$ cat src/rtl/sample_iterator_pkg.sv
// Shared raster definitions for the sample iterator: FSM states, MSAA mode
// encodings and the per-mode sample step.
package sample_iterator_pkg;

    typedef enum logic [0:0] {
        WAIT_STATE,
        TEST_STATE
    } state_e;

    localparam logic [3:0] SUBSAMP_1X  = 4'b1000;
    localparam logic [3:0] SUBSAMP_4X  = 4'b0100;
    localparam logic [3:0] SUBSAMP_16X = 4'b0010;
    localparam logic [3:0] SUBSAMP_64X = 4'b0001;

    // Grid pitch in fixed point; anything not one-hot falls back to 1x.
    function automatic logic [31:0] subsample_step(input logic [3:0] mode,
                                                   input int unsigned radix);
        logic [31:0] step;
        case (mode)
            SUBSAMP_4X:  step = 32'd1 << (radix - 1);
            SUBSAMP_16X: step = 32'd1 << (radix - 2);
            SUBSAMP_64X: step = 32'd1 << (radix - 3);
            default:     step = 32'd1 << radix;
        endcase
        return step;
    endfunction

endpackage

$ cat src/rtl/sample_stepper.sv
// Raster-order sample walker: holds the current (x,y) and the box limits,
// flags the final sample and computes the next position.
module sample_stepper #(
    parameter int unsigned SIGFIG = 24
) (
    input  logic                         clk,
    input  logic                         rst,
    input  logic                         load_i,
    input  logic                         advance_i,
    input  logic [1:0][1:0][SIGFIG-1:0] box_i,
    input  logic [SIGFIG-1:0]            step_i,
    output logic [1:0][SIGFIG-1:0]       sample_o,
    output logic                         last_o
);

    logic signed [SIGFIG-1:0] x_q, x_d;
    logic signed [SIGFIG-1:0] y_q, y_d;
    logic signed [SIGFIG-1:0] llx_q, llx_d;
    logic signed [SIGFIG-1:0] urx_q, urx_d;
    logic signed [SIGFIG-1:0] ury_q, ury_d;

    always_comb begin
        x_d   = x_q;
        y_d   = y_q;
        llx_d = llx_q;
        urx_d = urx_q;
        ury_d = ury_q;
        if (load_i) begin
            x_d   = box_i[0][0];
            y_d   = box_i[0][1];
            llx_d = box_i[0][0];
            urx_d = box_i[1][0];
            ury_d = box_i[1][1];
        end else if (advance_i) begin
            // Signed compares: boxes may sit left of / below the origin.
            if (x_q < urx_q) begin
                x_d = x_q + step_i;
            end else if (y_q < ury_q) begin
                x_d = llx_q;
                y_d = y_q + step_i;
            end
        end
    end

    always_ff @(posedge clk or negedge rst) begin
        if (!rst) begin
            x_q   <= '0;
            y_q   <= '0;
            llx_q <= '0;
            urx_q <= '0;
            ury_q <= '0;
        end else begin
            x_q   <= x_d;
            y_q   <= y_d;
            llx_q <= llx_d;
            urx_q <= urx_d;
            ury_q <= ury_d;
        end
    end

    assign sample_o[0] = x_q;
    assign sample_o[1] = y_q;
    assign last_o      = (x_q == urx_q) && (y_q == ury_q);

endmodule

$ cat src/rtl/sample_iterator.sv
// Walks every grid sample of a bounding box in raster order, one per cycle,
// holding the bounding-box stage off while a triangle is being walked.
module sample_iterator
    import sample_iterator_pkg::*;
#(
    parameter int unsigned SIGFIG = 24,
    parameter int unsigned RADIX  = 10,
    parameter int unsigned VERTS  = 3,
    parameter int unsigned AXIS   = 3,
    parameter int unsigned COLORS = 3
) (
    input  logic                                        clk,
    input  logic                                        rst,
    input  logic signed [VERTS-1:0][AXIS-1:0][SIGFIG-1:0] tri_R13S,
    input  logic        [COLORS-1:0][SIGFIG-1:0]          color_R13U,
    input  logic signed [1:0][1:0][SIGFIG-1:0]            box_R13S,
    input  logic                                        validTri_R13H,
    input  logic [3:0]                                  subSample_RnnnnU,
    output logic                                        halt_RnnnnL,
    output logic signed [VERTS-1:0][AXIS-1:0][SIGFIG-1:0] tri_R14S,
    output logic        [COLORS-1:0][SIGFIG-1:0]          color_R14U,
    output logic signed [1:0][SIGFIG-1:0]                 sample_R14S,
    output logic                                        validSamp_R14H
);

    state_e state_q, state_d;
    logic   valid_q, valid_d;
    logic   load, advance, last;
    logic   [SIGFIG-1:0] step;

    logic [VERTS-1:0][AXIS-1:0][SIGFIG-1:0] tri_q;
    logic [COLORS-1:0][SIGFIG-1:0]          color_q;
    logic [1:0][SIGFIG-1:0]                 sample;

    assign step = SIGFIG'(subsample_step(subSample_RnnnnU, RADIX));

    always_comb begin
        state_d = state_q;
        valid_d = valid_q;
        load    = 1'b0;
        advance = 1'b0;
        unique case (state_q)
            WAIT_STATE: begin
                valid_d = 1'b0;
                if (validTri_R13H) begin
                    load    = 1'b1;
                    valid_d = 1'b1;
                    state_d = TEST_STATE;
                end
            end
            TEST_STATE: begin
                // New triangles are ignored here; upstream is halted.
                advance = 1'b1;
                if (last) begin
                    valid_d = 1'b0;
                    state_d = WAIT_STATE;
                end
            end
            default: begin
                valid_d = 1'b0;
                state_d = WAIT_STATE;
            end
        endcase
    end

    always_ff @(posedge clk or negedge rst) begin
        if (!rst) begin
            state_q <= WAIT_STATE;
            valid_q <= 1'b0;
            tri_q   <= '0;
            color_q <= '0;
        end else begin
            state_q <= state_d;
            valid_q <= valid_d;
            if (load) begin
                tri_q   <= tri_R13S;
                color_q <= color_R13U;
            end
        end
    end

    sample_stepper #(
        .SIGFIG(SIGFIG)
    ) u_stepper (
        .clk      (clk),
        .rst      (rst),
        .load_i   (load),
        .advance_i(advance),
        .box_i    (box_R13S),
        .step_i   (step),
        .sample_o (sample),
        .last_o   (last)
    );

    assign halt_RnnnnL    = (state_q == WAIT_STATE);
    assign validSamp_R14H = valid_q;
    assign tri_R14S       = tri_q;
    assign color_R14U     = color_q;
    assign sample_R14S    = sample;

endmodule

$ cat config.mk
export PLATFORM = sky130hd
export DESIGN_NAME = sample_iterator
export DESIGN_NICKNAME = d
export VERILOG_FILES = /design/src/rtl/sample_iterator_pkg.sv /design/src/rtl/sample_stepper.sv /design/src/rtl/sample_iterator.sv
export SDC_FILE = /design/constraint.sdc
export NUM_CORES = 1
export LEC_CHECK = 0
export ABC_AREA = 1
export BUFFER_PORTS_ARGS = -buffer_cell sky130_fd_sc_hd__buf_2
export CORE_AREA = 2 2 285 287
export DETAILED_ROUTE_END_ITERATION = 6
export DIE_AREA = 0 0 287 289
export GPL_TIMING_DRIVEN = 0
export PLACE_DENSITY = 0.47
export SYNTH_ARGS = -nofsm -noshare
export SYNTH_HDL_FRONTEND = slang
export SYNTH_HIERARCHICAL = 1
export SYNTH_SLANG_ARGS = --single-unit
$ cat constraint.sdc
create_clock -name clk -period 2.45 [get_ports clk]
set_input_delay 0.49 -clock clk [delete_from_list [all_inputs] [get_ports clk]]
set_output_delay 0.49 -clock clk [all_outputs]
set_load 0.05 [all_outputs]
==> metrics.md, run 1 <==
| Metric | Value |
|---|---|
| Post-synthesis mux area share | 0 |
| Post-route minimum period | between 2 and 2.5 ns |
| Root buffer cell | clkbuf_16 |
| Die Y | 289 microns |
| Die W | 287 microns |
| GRT Total Usage | 0.2355 |
| Most used cell, CP | buf_4 |
| Syn avg cell area | 7.614 sq um |
| Fraction of registers with async set or reset after synthesis | 1.000 |
| Grt ovf | 0 |
| Initial Util | 0.2583 |
| Vias per std cell | 4.429 |
| Routed Antenna Nets | 0 |
| Post-synthesis cell type count | 36 |
| Routed WL per cell | 21.72 microns |
| Final non-filler cell total | 4681 |
| Critical path class | register to register |
| Total negative setup slack | 0 ns |
| Synthesized-area fraction occupied by adder cells | 0.05894 |
| Critical path's largest stage delay | approximately 0.41 ns |
| Hold slack | 0.06640 ns |
| Power per Cell Area | 763.1 nW/um^2 |
| Num CTS Buffers | 49 |
| TritonCTS clock tree | yes |
| Critical Path RT | 2.93 ns |
| Layout Skew | 0.01404 ns |
| Dpl hpwl | ~83000 microns |
| Yosys top cell area share | 0.4972 |
| Largest cells by area after synthesis | dfrtp_1, nand2_1, ha_1, inv_1, nand3_1 |
| Die area | 82940 sq um |
| Total Wirelength | roughly 100000 microns |
| Critical Path Start Type | register |
| Slowest cell on the critical path | dfrtp_1 |
| Via count | 20731 |
| Global-route wire length before repair | ~140000 microns |
| YS warnings | 6 |
| Tightest Hold Check Type | primary input to register |
| Max-cap violations | 0 |
| Peak supply drop | 498.4 uV |
| Clock-pin transition on the worst setup and hold timing paths | 0.06 ns |
| Clk_lat worst skew | 0.61 ns |
| Post-synth EDFFs | 0 |
| Net count, final | 4065 |
| Initial DRT Pass Iterations | 5 |
| Period utilisation layout | 0.9751 |
| Arrival time at the worst endpoint | 2.87 ns |
| Row Count | 104 |
| Layout cells sized above 1 | 0.2860 |
| Vias in the first global route | 19906 |
| Pin count of the biggest net entering global routing | 99 |
| Initial DRC Count | 1283 |
| Register area share after synthesis | 0.4972 |
| Count leader, synth | nand2_1 |
| Num ports | 729 |
| Post-Syn Area | 20630 sq um |
| Remaining DRCs | 0 |
| Fin util | 0.3554 |
| Simple-gate area share of the yosys netlist | 0.3281 |
| Buffers added on ports | 728 |
| Crit-path cells | ha_1 > nand2_1 > nor2_4 > nand2_2 > nor3_4 > buf_4 > buf_4 > nand4_1 > nor3_2 > or2_4 > o21ai_1 |
| Leak Pwr | 0.01728 uW |
| Worst-path fanout max | 3 |
| Most frequent cells after synthesis | nand2_1, dfrtp_1, inv_1, nand3_1, ha_1 |
| Core area | between 70000 and 80000 sq um |
| Fill cells | 8752 |
| Final Hold Viols | 0 |
| Cell Area, Placed | 25880 sq um |
| Nature of the critical path endpoint | register |
| Xor/xnor share of the synthesized area | 0.009762 |
| H-tree depth | 2 |
| Synthesized flop and latch total | 410 |
| Post-placement cell count | around 4500 |
| Fmax | ~420 MHz |
| RePlAce Congestion | around 0.92 |
| Worst Tran Pin Value | about 0.67 ns |
| Initial antenna violation count | 29 |
| Max-slew violation count | 0 |
| Max clock buf depth | 3 |
| Final instance area | 28390 sq um |
| Status | completed |
| Setup violators final | 0 |
| Post-synthesis compound-gate area fraction | 0.04154 |
| Largest area contributor in the netlist | dfrtp_1 |
| Worst slew margin | 0.5513 |
| Largest family of logic cells by synthesized area | simple AND/OR/NAND/NOR gates |
| Ys flop type | dfrtp_1 |
| CTS Sinks | 410 |
| Cells after Synth | 2710 |
| Area delta synth->final | 37.61% |
## flip-flops by register name (all words and copies together), names as in the netlist
name             cells
u_stepper/llx_q     24
tri_R14S           216
color_R14U          72
state_q              1
u_stepper/urx_q     24
u_stepper/ury_q     24
u_stepper/x_q       24
validSamp_R14H       1
u_stepper/y_q       24
## final timing paths
check                                                     start                               to  slack [ns]  depth (start not counted)
worst max-delay path              u_stepper/y_q[12]$_DFFE_PN0P_       validSamp_R14H$_DFFE_PN0P_        0.06                         11
worst min-delay path                              tri_R13S[157]        tri_R14S[157]$_DFFE_PN0P_        0.07                          3
worst max register to register    u_stepper/y_q[12]$_DFFE_PN0P_       validSamp_R14H$_DFFE_PN0P_        0.06                         11
worst min register to register  u_stepper/llx_q[16]$_DFFE_PN0P_  u_stepper/llx_q[16]$_DFFE_PN0P_        0.47                          2
max in group asynchronous                                   rst     u_stepper/y_q[8]$_DFFE_PN0P_        0.68                          4
min in group asynchronous                                   rst        tri_R14S[154]$_DFFE_PN0P_        0.42                          2
## per-stage QoR
| stage | total power [uW] | setup slack (ns) |
|---|---|---|
| floorplan | 11530 | 0.06833 |
| CTS | 21220 | 0.002367 |
| finish | 21670 | 0.06111 |
| global route | 22920 | -0.04121 |
| global placement | 13400 | -8.260 |
| detailed placement | 13440 | -1.457 |
## placed cells by master (no fill, tap or decap), types with 5 or more instances in the layout
master | Yosys | final
a21oi_1 | 64 | 62
buf_2 | 46 | 772
buf_4 | 27 | 65
buf_6 | 4 | 8
buf_8 | 0 | 5
clkbuf_1 | 21 | 18
clkbuf_16 | 0 | 50
clkbuf_2 | 0 | 6
clkbuf_4 | 0 | 5
clkbuf_8 | 0 | 9
clkinv_2 | 0 | 11
conb_1 | 1 | 42
dfrtp_1 | 410 | 383
dfrtp_2 | 0 | 27
diode_2 | 0 | 6
ha_1 | 94 | 84
ha_4 | 0 | 10
inv_1 | 199 | 196
nand2_1 | 1465 | 1452
nand2_2 | 3 | 11
nand2_4 | 3 | 5
nand3_1 | 117 | 116
nand3b_1 | 5 | 5
nand4_1 | 20 | 20
nor2_1 | 70 | 62
nor2_4 | 1 | 6
nor3_1 | 14 | 12
o21ai_0 | 88 | 86
xnor2_1 | 11 | 11
xor2_1 | 12 | 12
## report_power, final
group          leakage [uW]  switching, uW  internal, uW
registers           0.00533            441          7080
clock network      0.000812           3180          4400
logic                0.0111           4250          2300
total                0.0173           7880         13800
## timing repair
item,4_1_cts,5_1_grt
cloned,0,2
resized for setup,55,91
buffers inserted,5,37
pin swaps,4,20
setup endpoints to repair,122,61
endpoints found under the hold margin,59,0
hold buffers,1,0
## logic make-up after synthesis
group	after synthesis
simple gates	1712
flops	410
buf+inv	303
other cells	1
xor+xnor	23
fa+ha+maj	96
compound gates	165
## critical path: cells and delay by family, from the launching register on
| family | cells | cell delay [ns] |
|---|---|---|
| adders and majority gates | 1 | 0.29 |
| and+or+nand+nor | 7 | 1.25 |
| AOI/OAI and AO/OA | 1 | 0.05 |
| DFF | 1 | 0.41 |
| buffers and inverters | 2 | 0.27 |
## per-layer routing
metal	vias to the layer above	wire length (microns)	track usage
met4	26	2673	0.05781
met3	138	7288	0.06102
met2	628	48630	0.3953
met5	-	144	0
met1	9833	42920	0.3021
li1	10106	-	-
## final cells by class
type / count / area, sq um / area share
flip-flops and latches: 410 / 10290 / 0.3625
multi-input cells: 2038 / 9535 / 0.3358
repair buffers: 777 / 4150 / 0.1462
clock buffers: 68 / 1388 / 0.04887
well taps: 1060 / 1326 / 0.04671
inverters: 201 / 759.5 / 0.02675
plain buffers: 101 / 669.4 / 0.02357
clock inverters: 20 / 257.7 / 0.009077
diodes: 6 / 15.01 / 0.0005288
Note: power is estimated with default switching activity, not from simulation.
==> inputs of run 2 (changes only) <==
--- a/constraint.sdc
+++ b/constraint.sdc
@@ -3,2 +3,2 @@
 set_output_delay 0.49 -clock clk [all_outputs]
-set_load 0.05 [all_outputs]
+set_load 0.1 [all_outputs]
==> metrics.md, run 2 (synthesis gave the netlist of run 1 again) <==
| Metric | Value |
|---|---|
| Status | completed |
| Reg-to-reg slack, setup | 0.04 ns (-0.02 ns) |
| Fill cells | 8760 (+0.091%) |
| Row Count | 104 (unchanged) |
| Total negative setup slack | 0 ns (unchanged) |
| Reg-to-Reg End | u_stepper/x_q[22]$_DFFE_PN0P_ |
| Layout cells sized above 1 | 0.2980 (+0.01198) |
| Clock-pin transition on the worst setup and hold timing paths | 0.06 ns (about the same) |
| Initial Util | 0.2583 (unchanged) |
| Leak Pwr | 0.01724 uW (-0.24%) |
| Worst Tran Pin Value | 0.7102 ns (+0.03706 ns) |
| Pin count of the biggest net entering global routing | 110 (+11%) |
| CTS Sinks | 410 (unchanged) |
| Nature of the critical path endpoint | register |
| Tightest Hold Check Type | primary input to register |
| RSZ-0062 raised after global routing | yes |
| Sequential share of power | 0.329 (-0.018) |
| Launching point of the worst reg2reg path | u_stepper/x_q[23]$_DFFE_PN0P_ |
| Global-route wire length before repair | 139900 microns (-0.62%) |
| Total Wirelength | 100000 microns (-1.6%) |
| Initial DRC Count | 1322 (+3.0%) |
| Fmax | 414.8 MHz (-0.92%) |
| Critical path class | register to register |
| Period utilisation layout | 0.9841 (+0.009047) |
| Clk_lat worst skew | 0.60 ns (about the same) |
| Net Sw Frac | 0.3973 (+0.03357) |
| Die Y | 289 microns (unchanged) |
| Via count | 20615 (-0.56%) |
| Layout Skew | 0.01347 ns (-0.0005739 ns) |
| Hold slack | 0.07242 ns (+0.006017 ns) |
| Worst-path fanout max | 7 (+4) |
| Critical Path RT | 2.94 ns (about the same) |
| Largest register FFs | 216 (unchanged) |
| Worst slew margin | 0.5298 (-0.02145) |
| Routed Antenna Nets | 0 (unchanged) |
| Root buffer cell | clkbuf_16 |
| Power per Cell Area | 805.1 nW/um^2 (+5.5%) |
| Initial DRT Pass Iterations | 5 (unchanged) |
| Net count, final | 4059 (-0.15%) |
| GRT Total Usage | 0.2331 (-0.002452) |
| Post-route minimum period | 2.411 ns (+0.02216 ns) |
| Max-cap violations | 0 (unchanged) |
| Cell count of the worst hold path | 3 (unchanged) |
| Num ports | 729 (unchanged) |
| Setup violators final | 0 (unchanged) |
| Combinational power share | 0.337 (+0.034) |
| Grt ovf | 0 (unchanged) |
| Commonest non-fill, non-tap cells in the layout | nand2_1, buf_2, dfrtp_1, inv_1, nand3_1 |
| Remaining DRCs | 0 (unchanged) |
| Die area | 82940 sq um (unchanged) |
| Commonest non-fill, non-tap cell in the layout | nand2_1 |
| Critical Path Start Type | register |
| Hold Startpoint | tri_R13S[212] |
| Clock power share | 0.334 (-0.016) |
| Initial antenna violation count | 34 (+17%) |
| Arrival time at the worst endpoint | 2.90 ns (+0.03 ns) |
| P_int | 13830 uW (+0.33%) |
| Die W | 287 microns (unchanged) |
| Vias per std cell | 4.405 (-0.54%) |
| Max clock buf depth | 3 (unchanged) |
| Area delta synth->final | 38.13% |
| H-tree depth | 2 (unchanged) |
| Peak supply drop | 545.8 uV (+9.5%) |
| Num CTS Buffers | 52 (+6.1%) |
| Routed WL per cell | 21.37 microns (-1.6%) |
| Buffers added on ports | 728 (unchanged) |
| Hold EP | tri_R14S[212]$_DFFE_PN0P_ |
| Dpl hpwl | 81720 microns (-1.8%) |
| Core area | 79900 sq um (unchanged) |
| RePlAce Congestion | 0.9635 (+4.4%) |
| Final Hold Viols | 0 (unchanged) |
| Max-slew violation count | 0 (unchanged) |
| Vias in the first global route | 19987 (+0.41%) |
| TritonCTS clock tree | yes |
| Switching power | 9117 uW (+16%) |
| Cells on worst reg2reg path | 13 (+2) |
[run 2: cell types whose count changed in the layout (fill, tap and decap cells not counted), moves of 4 or more]
cell       change
buf_4          -9
clkbuf_1       +6
clkbuf_16      +4
clkinv_2       -4
dfrtp_1       -22
dfrtp_2       +22
nand2_1       -26
nand2_2       +23
[run 2: worst max-delay path, cell delays in order (launching register included)]
cell and delay [ns]:
dfrtp_2 0.46, ha_4 0.34, nand2_2 0.08, nor2_4 0.17, nand4_4 0.14, nor2_4 0.15, nand2_4 0.08, nand4_4 0.14
nand2_8 0.11, nand2_8 0.14, nand3_4 0.18, clkbuf_16 0.22, nand2_1 0.06, nand2_1 0.04
[run 2: worst max path at each step]
stage,from,endpoint,slack [ns],cells after the start
finish,u_stepper/x_q[23]$_DFFE_PN0P_,u_stepper/x_q[22]$_DFFE_PN0P_,0.04,13
global placement,rst,u_stepper/x_q[2]$_DFFE_PN0P_,-9.17,1
floorplan,u_stepper/x_q[23]$_DFFE_PN0P_,u_stepper/x_q[2]$_DFFE_PN0P_,0.04,12
CTS,u_stepper/y_q[15]$_DFFE_PN0P_,u_stepper/y_q[5]$_DFFE_PN0P_,0.005,13
global route,u_stepper/x_q[23]$_DFFE_PN0P_,u_stepper/x_q[6]$_DFFE_PN0P_,-0.03,13
detailed placement,state_q$_DFF_PN0_,u_stepper/urx_q[1]$_DFFE_PN0P_,-1.40,10
[run 2: cell type report]
cell class                 count  area, sq um  share of cell area
antenna                        6        15.01           0.0005268
buffer                       101        664.4             0.02331
clock buffer                  78         1510             0.05298
clock inverter                18        180.2            0.006321
inverter                     201        759.5             0.02664
multi-input combinational   2038         9649              0.3385
sequential                   410        10320              0.3621
tap                         1060         1326             0.04653
timing repair buffer         768         4078              0.1431
[run 2: through the flow]
stage | worst slack (ns) | utilization | power (uW) | instances | area, sq um
after floorplan | 0.04423 | - | 12590 | 2751 | 20850
after global placement | -9.170 | 0.3232 | 14540 | 4539 | 25820
after detailed placement | -1.399 | 0.3247 | 14570 | 4543 | 25940
after CTS | 0.005151 | 0.3495 | 22560 | 4654 | 27920
after global routing | -0.02634 | 0.3566 | 24160 | 4676 | 28490
final | 0.03894 | 0.3568 | 22950 | 4680 | 28500
[run 2: what timing repair did]
item / CTS / global route
hold buffers: 1 / 0
endpoints found under the setup margin: 122 / 49
gates cloned: 0 / 2
gates resized for setup: 54 / 94
hold endpoints to repair: 33 / 0
pin swaps: 8 / 34
setup buffers: 15 / 18
[run 2: power by group through the flow]
stage,clock network [uW],logic [uW],registers (uW)
final,7670,7730,7550
after global routing,8110,8470,7580
after CTS,7870,7150,7540
after detailed placement,0,6830,7740
after global placement,0,6790,7750
after floorplan,0,3150,9430
[run 2: layer usage]
metal  share of wire  global-route usage  vias up
li1                -                   -    10087
met4           0.024             0.05156       40
met5          0.0025                   0        -
met2            0.48              0.3934      642
met3           0.081             0.07378      166
met1            0.41              0.2908     9680
